[config.mk]
export PLATFORM = sky130hd
export DESIGN_NAME = layer_tx
export DESIGN_NICKNAME = d
export VERILOG_FILES = /design/src/rtl/layer_pkg.sv /design/src/rtl/layer_tx_tick_div.sv /design/src/rtl/layer_tx.sv
export SDC_FILE = /design/constraint.sdc
export NUM_CORES = 1
export LEC_CHECK = 0
export CORE_ASPECT_RATIO = 1.2
export CORE_UTILIZATION = 30
export CTS_BUF_LIST = sky130_fd_sc_hd__clkbuf_8
export DETAILED_ROUTE_END_ITERATION = 7
export MAX_ROUTING_LAYER = met4
export PLACE_DENSITY = 0.49
export SLEW_MARGIN = 15
export SYNTH_ARGS = -nofsm -noshare
export SYNTH_HDL_FRONTEND = slang
export SYNTH_SLANG_ARGS = --single-unit
[constraint.sdc]
create_clock -name clk_i -period 3.3 [get_ports clk_i]
set_input_delay 0.66 -clock clk_i [delete_from_list [all_inputs] [get_ports clk_i]]
set_output_delay 0.66 -clock clk_i [all_outputs]
set_load 0.005 [all_outputs]
[src/rtl/layer_pkg.sv]
// Shared definitions for the layer RAM path.
// - layer_state_t : FSM states of the WS281x transmitter (layer_tx)
// - GRB_*         : bit positions of the G/R/B fields inside a RAM word
// - CMD_*         : SPI command codes used by layer_ctrl
// - ticks_min1    : maps a timing value of 0 to 1 tick
package layer_pkg;

    typedef enum logic [2:0] {
        ST_IDLE,
        ST_READ,
        ST_WAIT,
        ST_LOAD,
        ST_HIGH,
        ST_LOW,
        ST_GAP,
        ST_DONE
    } layer_state_t;

    // RAM word layout: [23:0] = {G, R, B}, [31:24] unused
    localparam int GRB_W     = 24;
    localparam int GRB_G_MSB = 23;
    localparam int GRB_G_LSB = 16;
    localparam int GRB_R_MSB = 15;
    localparam int GRB_R_LSB = 8;
    localparam int GRB_B_MSB = 7;
    localparam int GRB_B_LSB = 0;

    // Command codes of the SPI decoder
    localparam logic [7:0] CMD_CONF = 8'h2a;
    localparam logic [7:0] CMD_ADDR = 8'h2b;
    localparam logic [7:0] CMD_DATA = 8'h2c;

    // A zero-length phase would never end cleanly; treat it as one tick.
    function automatic logic [7:0] ticks_min1(input logic [7:0] v);
        return (v == 8'd0) ? 8'd1 : v;
    endfunction

endpackage

[src/rtl/layer_tx_tick_div.sv]
// Timing-tick prescaler.
// - clk_i   : system clock
// - rst_n_i : asynchronous active-low reset
// - clr_i   : restart the count at 0 on the next clock (phase boundary)
// - tick_o  : high during the last clk of every TICK_DIV-clk period
module tick_div #(
    parameter int TICK_DIV = 10
) (
    input  logic clk_i,
    input  logic rst_n_i,
    input  logic clr_i,
    output logic tick_o
);

    localparam int CW = (TICK_DIV > 1) ? $clog2(TICK_DIV) : 1;
    localparam logic [CW-1:0] CNT_LAST = CW'(TICK_DIV - 1);

    logic [CW-1:0] cnt;

    always_ff @(posedge clk_i or negedge rst_n_i) begin
        if (!rst_n_i) begin
            cnt <= '0;
        end else if (clr_i || (cnt == CNT_LAST)) begin
            cnt <= '0;
        end else begin
            cnt <= cnt + 1'b1;
        end
    end

    // With TICK_DIV=1 the counter sits at 0 and every clk is a tick.
    assign tick_o = (cnt == CNT_LAST);

endmodule

[src/rtl/layer_tx.sv]
// WS281x transmitter: reads LED_NUM GRB words from the layer RAM and
// drives the serial line, bit by bit, MSB first, then a latch gap.
// - clk_i, rst_n_i        : clock, asynchronous active-low reset
// - start_i               : frame start pulse, accepted only in IDLE
// - t0h_i/t0l_i/t1h_i/t1l_i : pulse timings in ticks, latched at start
// - rd_en_o, rd_addr_o    : RAM read strobe / word address
// - rd_data_i             : RAM word, valid 1 clk after rd_en_o
// - bit_code_o            : registered serial line
// - busy_o, done_o        : frame in progress / end-of-frame pulse
// - state_o               : current FSM state (debug)
//
// Handshake: start_i is a single-cycle request with no ready; it is only
// honoured while busy_o is low, pulses during a frame are dropped.
module layer_tx
    import layer_pkg::*;
#(
    parameter int LED_NUM   = 64,
    parameter int TICK_DIV  = 10,
    parameter int RST_TICKS = 1600
) (
    input  logic         clk_i,
    input  logic         rst_n_i,
    input  logic         start_i,
    input  logic [7:0]   t0h_i,
    input  logic [7:0]   t0l_i,
    input  logic [7:0]   t1h_i,
    input  logic [7:0]   t1l_i,
    output logic         rd_en_o,
    output logic [5:0]   rd_addr_o,
    input  logic [31:0]  rd_data_i,
    output logic         bit_code_o,
    output logic         busy_o,
    output logic         done_o,
    output layer_state_t state_o
);

    localparam int GW = $clog2(RST_TICKS + 1);
    localparam logic [5:0]    LAST_ADDR = 6'(LED_NUM - 1);
    localparam logic [GW-1:0] GAP_LAST  = GW'(RST_TICKS - 1);

    layer_state_t state, state_next;

    logic [7:0]    t0h_r, t0l_r, t1h_r, t1l_r;
    logic [5:0]    addr;
    logic [23:0]   sreg;
    logic [4:0]    bit_cnt;
    logic [7:0]    ph_cnt;
    logic [GW-1:0] gap_cnt;

    logic       tick;
    logic       state_chg;
    logic [7:0] phase_len;
    logic       phase_end;
    logic       gap_end;

    // Top byte of the RAM word carries no pixel data.
    logic unused_rd_hi;
    assign unused_rd_hi = ^rd_data_i[31:24];

    // Every state entry restarts the prescaler so phases are whole ticks.
    assign state_chg = (state_next != state);

    tick_div #(.TICK_DIV(TICK_DIV)) u_tick_div (
        .clk_i  (clk_i),
        .rst_n_i(rst_n_i),
        .clr_i  (state_chg),
        .tick_o (tick)
    );

    // Length of the current HIGH or LOW phase, chosen by the bit on the wire.
    always_comb begin
        phase_len = 8'd1;
        if (state == ST_HIGH) begin
            phase_len = ticks_min1(sreg[23] ? t1h_r : t0h_r);
        end else begin
            phase_len = ticks_min1(sreg[23] ? t1l_r : t0l_r);
        end
    end

    assign phase_end = tick && (ph_cnt == (phase_len - 8'd1));
    assign gap_end   = tick && (gap_cnt == GAP_LAST);

    always_ff @(posedge clk_i or negedge rst_n_i) begin
        if (!rst_n_i) begin
            state <= ST_IDLE;
        end else begin
            state <= state_next;
        end
    end

    always_comb begin
        state_next = state;
        case (state)
            ST_IDLE: if (start_i) state_next = ST_READ;
            ST_READ: state_next = ST_WAIT;
            ST_WAIT: state_next = ST_LOAD;
            ST_LOAD: state_next = ST_HIGH;
            ST_HIGH: if (phase_end) state_next = ST_LOW;
            ST_LOW: begin
                if (phase_end) begin
                    if (bit_cnt != 5'd0) begin
                        state_next = ST_HIGH;
                    end else if (addr != LAST_ADDR) begin
                        state_next = ST_READ;
                    end else begin
                        state_next = ST_GAP;
                    end
                end
            end
            ST_GAP:  if (gap_end) state_next = ST_DONE;
            ST_DONE: state_next = ST_IDLE;
            default: state_next = ST_IDLE;
        endcase
    end

    assign state_o = state;

    // Datapath: timing latch, address, shift register and counters.
    always_ff @(posedge clk_i or negedge rst_n_i) begin
        if (!rst_n_i) begin
            t0h_r   <= '0;
            t0l_r   <= '0;
            t1h_r   <= '0;
            t1l_r   <= '0;
            addr    <= '0;
            sreg    <= '0;
            bit_cnt <= '0;
            ph_cnt  <= '0;
            gap_cnt <= '0;
        end else begin
            if ((state == ST_IDLE) && start_i) begin
                t0h_r <= t0h_i;
                t0l_r <= t0l_i;
                t1h_r <= t1h_i;
                t1l_r <= t1l_i;
                addr  <= '0;
            end

            if (state == ST_LOAD) begin
                sreg    <= rd_data_i[GRB_G_MSB:GRB_B_LSB];
                bit_cnt <= 5'd23;
            end

            if ((state == ST_LOW) && phase_end) begin
                if (bit_cnt != 5'd0) begin
                    sreg    <= {sreg[22:0], 1'b0};
                    bit_cnt <= bit_cnt - 5'd1;
                end else if (addr != LAST_ADDR) begin
                    addr <= addr + 6'd1;
                end
            end

            if (state_chg) begin
                ph_cnt <= '0;
            end else if (tick && ((state == ST_HIGH) || (state == ST_LOW))) begin
                ph_cnt <= ph_cnt + 8'd1;
            end

            if (state_chg) begin
                gap_cnt <= '0;
            end else if (tick && (state == ST_GAP)) begin
                gap_cnt <= gap_cnt + 1'b1;
            end
        end
    end

    // Outputs are registered from the next state so they line up exactly
    // with the state register and cannot glitch.
    always_ff @(posedge clk_i or negedge rst_n_i) begin
        if (!rst_n_i) begin
            bit_code_o <= 1'b0;
            rd_en_o    <= 1'b0;
            busy_o     <= 1'b0;
            done_o     <= 1'b0;
        end else begin
            bit_code_o <= (state_next == ST_HIGH);
            rd_en_o    <= (state_next == ST_READ);
            busy_o     <= (state_next != ST_IDLE) && (state_next != ST_DONE);
            done_o     <= (state_next == ST_DONE);
        end
    end

    // addr is itself a register and already holds the word being fetched.
    assign rd_addr_o = addr;

endmodule

; Word-level counts from Yosys, hierarchy flattened
; Cells that the tools add are included.
[word_totals]
output_inout_bits = 13
wordCells = 80
inputBits = 67
regBits = 97
[op_classes]
eq_ne = 16
add_sub_neg = 6
n_mux = 27
n_reduce_logical = 16
[ops]
columns = operator, n
row1 = 2-to-1 mux 24 bit, 3
row2 = 2-to-1 mux 8 bit, 7
row3 = 2-to-1 mux 6 bit, 4
row4 = one-hot mux 3 bit (8 select lines), 1
row5 = 2-to-1 mux 11 bit, 2
row6 = equality test 3 bit (second input constant), 6
row7 = 2-to-1 mux 3 bit, 6
row8 = logical NOT 8 bit, 2
row9 = 2-to-1 mux 5 bit, 3
row10 = adder 11 x 1 -> 11 bit (second input constant), 1
row11 = equality test 11 bit (second input constant), 1
row12 = adder 8 x 1 -> 8 bit (second input constant), 1
row13 = equality test 8 bit, 1
row14 = subtractor 8 x 1 -> 8 bit (second input constant), 1
row15 = logical AND 1 bit, 7
row16 = adder 6 x 1 -> 6 bit (second input constant), 1
row17 = equality test 3 x 1 -> 1 bit (second input constant), 2
row18 = equality test 3 x 2 -> 1 bit (second input constant), 2
row19 = inequality test 6 bit (second input constant), 1
row20 = nonzero test 5 bit, 1
row21 = subtractor 5 x 1 -> 5 bit (second input constant), 1
row22 = adder 4 x 1 -> 4 bit (second input constant), 1
row23 = equality test 4 bit (second input constant), 1
row24 = 2-to-1 mux 4 bit, 1
row25 = 6 further kinds, 8

; Longest topological paths before layout
[depth]
ltp_word = 12
mapped_depth = 16
depth_no_buf = 13

; Hierarchy
; Synthesis repeated with hierarchy kept, for this count alone.
[hier_totals]
cells_unflattened = 565
hier_area_um2 = 4991.0
[by_module_without_submodules]
columns = mod, seq_area_each_um2, area_each_um2, cells_per_inst, n_inst
row1 = layer_tx, 2327.2, 4787.1, 545, 1
row2 = tick_div, 100.1, 203.9, 20, 1

; Worst setup path before layout
; No wires, ideal clock.
[synth_timing]
kind = register to register
startpoint = reg sreg[23]
endpoint = reg bit_cnt[3]
t_required_ns = 3.205
path_slack_ns = -0.247
setup_time_ns = 0.095
path_stages_with_launch = 17
period_less_slack_ns = 3.547
path_buffers = 3
arrival_time_ns = 3.452
cell_sequence = dfrtp_1 > buf_2 > buf_2 > mux2i_1 > o21ai_0 > o211a_1 > or2_2 > ha_1 > xor2_1 > nand3b_1 > mux2i_1 > o211ai_1 > o22ai_1 > nand3_1 > buf_2 > or3_1 > o31ai_1
[synth_via]
elab_chain_len = 9
word_cells_on_any_way = 12
cone_classes = 1 x add/sub / 1 x eq/ne / 6 x mux / 4 x reduce/logical
[synth_lines]
columns = item, line_no
row1 = start: declaration, layer_tx.sv:45  ; logic [23:0] sreg;
row2 = start signal: assignment, layer_tx.sv:140  ; sreg <= rd_data_i[GRB_G_MSB:GRB_B_LSB];
row3 = start signal: assignment, layer_tx.sv:146  ; sreg <= {sreg[22:0], 1'b0};
row4 = 2-to-1 mux 8 bit (on tied branches), "layer_tx.sv:76, layer_tx.sv:74"
row5 = logical NOT 8 bit, layer_pkg.sv:35  ; return (v == 8'd0) ? 8'd1 : v;
row6 = 2-to-1 mux 8 bit, layer_pkg.sv:35
row7 = 2-to-1 mux 8 bit *, layer_tx.sv:73  ; if (state == ST_HIGH) begin
row8 = subtractor 8 x 1 -> 8 bit *, layer_tx.sv:80  ; assign phase_end = tick && (ph_cnt == (phase_len - 8'd1));
row9 = equality test 8 bit *, layer_tx.sv:80
row10 = logical AND 1 bit *, layer_tx.sv:80
row11 = logical AND 1 bit *, layer_tx.sv:144  ; if ((state == ST_LOW) && phase_end) begin
row12 = 2-to-1 mux 5 bit *, layer_tx.sv:144
row13 = end signal: assignment, layer_tx.sv:147  ; bit_cnt <= bit_cnt - 5'd1;
row14 = end: declaration, layer_tx.sv:46  ; logic [4:0] bit_cnt;
; Every way passes the cells marked *; elsewhere a longest branch is shown, timed or not.
; A chain may end at the register's enable or synchronous reset.

; Worst setup path in the final report
[layout_timing]
startpoint = reg sreg[23]
endpoint = reg bit_cnt[2]
; The elaborated chain is that of the path after synthesis.

==> flow_metrics.env <==
export IMPL_root_buffer="clkbuf_8"
export IMPL_antenna_found_initial=0
export IMPL_max_slew_margin_pct=52.7
export IMPL_start_util_pct=31.0
export IMPL_avgSynthCellArea_sq_um=9.28
export IMPL_antenna_cells=0
export IMPL_synthDistinctLibCells=53
export IMPL_crit_path_max_fanout=13
export IMPL_synth_nets=621
export IMPL_status="finished with violations"
export IMPL_violations="setup timing"
export IMPL_num_vias=4214
export IMPL_crit_chain="buf_6, mux2i_4, o21ai_2, o211a_1, or2_4, ha_4, xor2_2, nand3b_1, mux2i_1, o211ai_1, o22ai_2, buf_4, nand4_1, buf_6, buf_12, a21oi_2, a31oi_1"
export IMPL_fin_nets=730
export IMPL_synthArstFlopShare_pct=100
export IMPL_worst_ep_arrival_time_ps=3640
export IMPL_hold_viol=0
export IMPL_syn_cell_area_sq_mm=0.00508
export IMPL_worstPathRequired_ps=3550
export IMPL_finalClockSkew_ps=14.7
export IMPL_crit_type="reg2reg"
export IMPL_max_stage_delay_ps=440
export IMPL_setup_viol=55
export IMPL_setup_slack_ps=-92.7
export IMPL_final_layout_size_suffix_gt1_share_pct=19.8
export IMPL_core_sq_mm=0.0164
export IMPL_yosys_most_used_dff="dfrtp_1"
export IMPL_gp_congestion=0.802
export IMPL_cp_start_kind="flop"
export IMPL_via_per_inst=4.83
export IMPL_hold_ws_ps=311
export IMPL_cts_buffers=9
export IMPL_die_area_sq_mm=0.0175
export IMPL_endpoint_kind="flop"
export IMPL_drt_initial_drc_count=163
export IMPL_cts_tree="yes"
export IMPL_ir_drop_mv=0.266
export IMPL_final_instance_count_excl_fill=873
export IMPL_cellPowerDensity_mw_per_mm2=698
export IMPL_io_buffers=71
export IMPL_hold_path_class="in2async"
export IMPL_track_usage_pct=16.1
export IMPL_seq_area_frac_synth_pct=47.8
export IMPL_wire_per_inst_microns=14.6
export IMPL_final_common_cell="nand2_1"
export IMPL_syn_inst=547
export IMPL_layout_worst_path_cycle_share_pct=103
export IMPL_synth_edf_count=0
export IMPL_crit_path_frequent_cell="buf_6"
export IMPL_grt_start_max_net_pins=56
export IMPL_fmax_mhz=295
export IMPL_grt_overflow_total=0
export IMPL_ant_nets=0
export IMPL_grt_pass1_vias=4308
export IMPL_die_x_microns=121
export IMPL_cts_sinks=97
export IMPL_max_slew_worst_pin_slew_ps=710
export IMPL_cts_path_max_buffers=2
export IMPL_h_tree_depth=3
export IMPL_crit_family="compound AO/OA/AOI/OAI gates"
export IMPL_rows=51
export IMPL_critPathBufInv=4
export IMPL_layout_common_cells="nand2_1, dfrtp_1, clkdlybuf4s50_1, mux2i_1, buf_4"
export IMPL_dp_cells=846
export IMPL_setup_tns_ps=-1720
export IMPL_io_pin_count=80
export IMPL_drv_slew=0
export IMPL_clk_latency_ps=380
export IMPL_cp_slowest_cell="dfrtp_2"
export IMPL_timing_final_crit_period_ps=3390
export IMPL_dpl_hpwl_mm=8.83
export IMPL_grt_pass1_wl_mm=21.2
export IMPL_drv_cap=0
export IMPL_route_detailed_drc=0
export IMPL_area_growth_pct=36.7
export IMPL_yosysWarnings=0
export IMPL_p_leak_nw=3.25
export IMPL_cts_clk_slew_worst_paths_ps=100
export IMPL_die_h_microns=145
export IMPL_rsz0062_at_grt="yes"
export IMPL_finalWirelength_mm=12.7
export IMPL_dr_pass1_iters=4
export IMPL_synth_seq_cells=97
synthesized netlist by cell type (2+ instances only):
cell | instances | share of area, %
nand2b_1 | 7 | 0.86
o2bb2ai_2 | 2 | 0.59
nand2_1 | 124 | 9.2
a31oi_1 | 3 | 0.37
nand3b_1 | 2 | 0.30
o22a_1 | 2 | 0.34
nor2_1 | 57 | 4.2
xnor2_1 | 11 | 1.9
clkbuf_1 | 18 | 1.3
and3_1 | 7 | 0.86
o31ai_1 | 3 | 0.44
nor4b_1 | 2 | 0.34
nor3_1 | 7 | 0.69
nor4_1 | 2 | 0.25
a22oi_1 | 2 | 0.30
buf_2 | 6 | 0.59
or2_2 | 4 | 0.49
mux2i_1 | 50 | 9.9
o21ai_0 | 11 | 1.1
and2_1 | 6 | 0.74
inv_1 | 8 | 0.59
o21a_1 | 2 | 0.30
nor3b_1 | 2 | 0.30
xor2_1 | 17 | 2.9
nand4_1 | 10 | 1.2
ha_1 | 7 | 1.7
o211ai_1 | 3 | 0.44
nand3_1 | 20 | 2.0
mux4_2 | 2 | 0.89
a31o_2 | 2 | 0.34
or3_1 | 2 | 0.25
dfrtp_1 | 97 | 48
a21oi_1 | 29 | 2.9
logic make-up (layout without fill, tap and decap cells):
family / count (synthesis) / count (layout) / share of synthesized area (%)
AO/OA/AOI/OAI: 68 / 68 / 8.57
multiplexers: 52 / 52 / 10.7
AND/OR/NAND/NOR: 259 / 259 / 23.1
XOR/XNOR: 29 / 29 / 5.15
flip-flops: 97 / 97 / 47.8
adder cells (fa/ha/maj): 7 / 7 / 1.72
buffers and inverters: 35 / 149 / 2.96
what timing repair did:
action,in CTS,in global routing
endpoints found under the setup margin,63,64
setup buffers,5,3
gates cloned,2,1
pin swaps,6,7
resized for setup,25,55
hold buffers,0,0
through the flow:
step           util (%)  power, W  area (sq um)  setup slack (ps)
2_1_floorplan         -   0.00319          5140            -0.653
3_3_place_gp       38.5   0.00388          6310              -214
3_5_place_dp       38.5   0.00392          6310              -237
4_1_cts            40.6   0.00474          6660             -34.0
5_1_grt            42.3   0.00525          6940              -269
6_report           42.3   0.00485          6940             -92.7
layout make-up:
cell class / count / area [sq um]
repair buffers: 125 / 1220
well taps: 212 / 265
clock buffers: 9 / 124
fillers: 1626 / 9460
multi-input cells: 415 / 2830
clock inverters: 7 / 40.0
flip-flops and latches: 97 / 2430
inverters: 8 / 30.0
final timing paths:
| path | slack [ps] | cells after the start | endpoint | startpoint |
|---|---|---|---|---|
| max reg2reg | -90 | 17 | bit_cnt[2] | sreg[23] |
| max in group asynchronous | 2280 | 2 | t1l_r[5] | rst_n_i |
| min | 310 | 1 | sreg[10] | rst_n_i |
| min reg2reg | 480 | 1 | bit_cnt[3] | bit_cnt[3] |
| max | -90 | 17 | bit_cnt[2] | sreg[23] |
| min in group clk_i | 480 | 1 | bit_cnt[3] | bit_cnt[3] |
sequential cells by signal (all words and copies together) (netlist names), 3 cells and up:
name / cells
t0l_r: 8
t1h_r: 8
bit_cnt: 5
ph_cnt: 8
t0h_r: 8
u_tick_div.cnt: 4
sreg: 24
rd_addr_o: 6
t1l_r: 8
state_o: 3
gap_cnt: 11
worst register-to-register path, delay by kind of cell (launching register included):
| kind | cells | cell delay [ps] |
|---|---|---|
| DFF | 1 | 440 |
| AOI/OAI and AO/OA | 6 | 880 |
| xor gates and xnor gates | 1 | 140 |
| muxes | 2 | 430 |
| and+or+nand+nor | 3 | 440 |
| adders and majority gates | 1 | 270 |
| buffers and inverters | 4 | 670 |
routing by layer:
layer / part of all wire [%] / routed length, microns / track usage (%) / vias to the layer above
met2: 52 / 6590 / 27.2 / 49
met3: 3.0 / 383 / 2.72 / 14
li1: - / - / - / 2086
met4: 1.5 / 191 / 5.91 / 0
met5: 0 / 0 / - / -
met1: 44 / 5550 / 19.3 / 2065
where the power goes:
part	switching [W]	internal (W)	total, W	leakage (nW)
Sequential	0.000372	0.00157	0.00194	1.19
Clock	0.000430	0.000268	0.000698	0.0953
Combinational	0.00106	0.00115	0.00221	1.96
No activity file was read; power rests on OpenSTA's default activity.
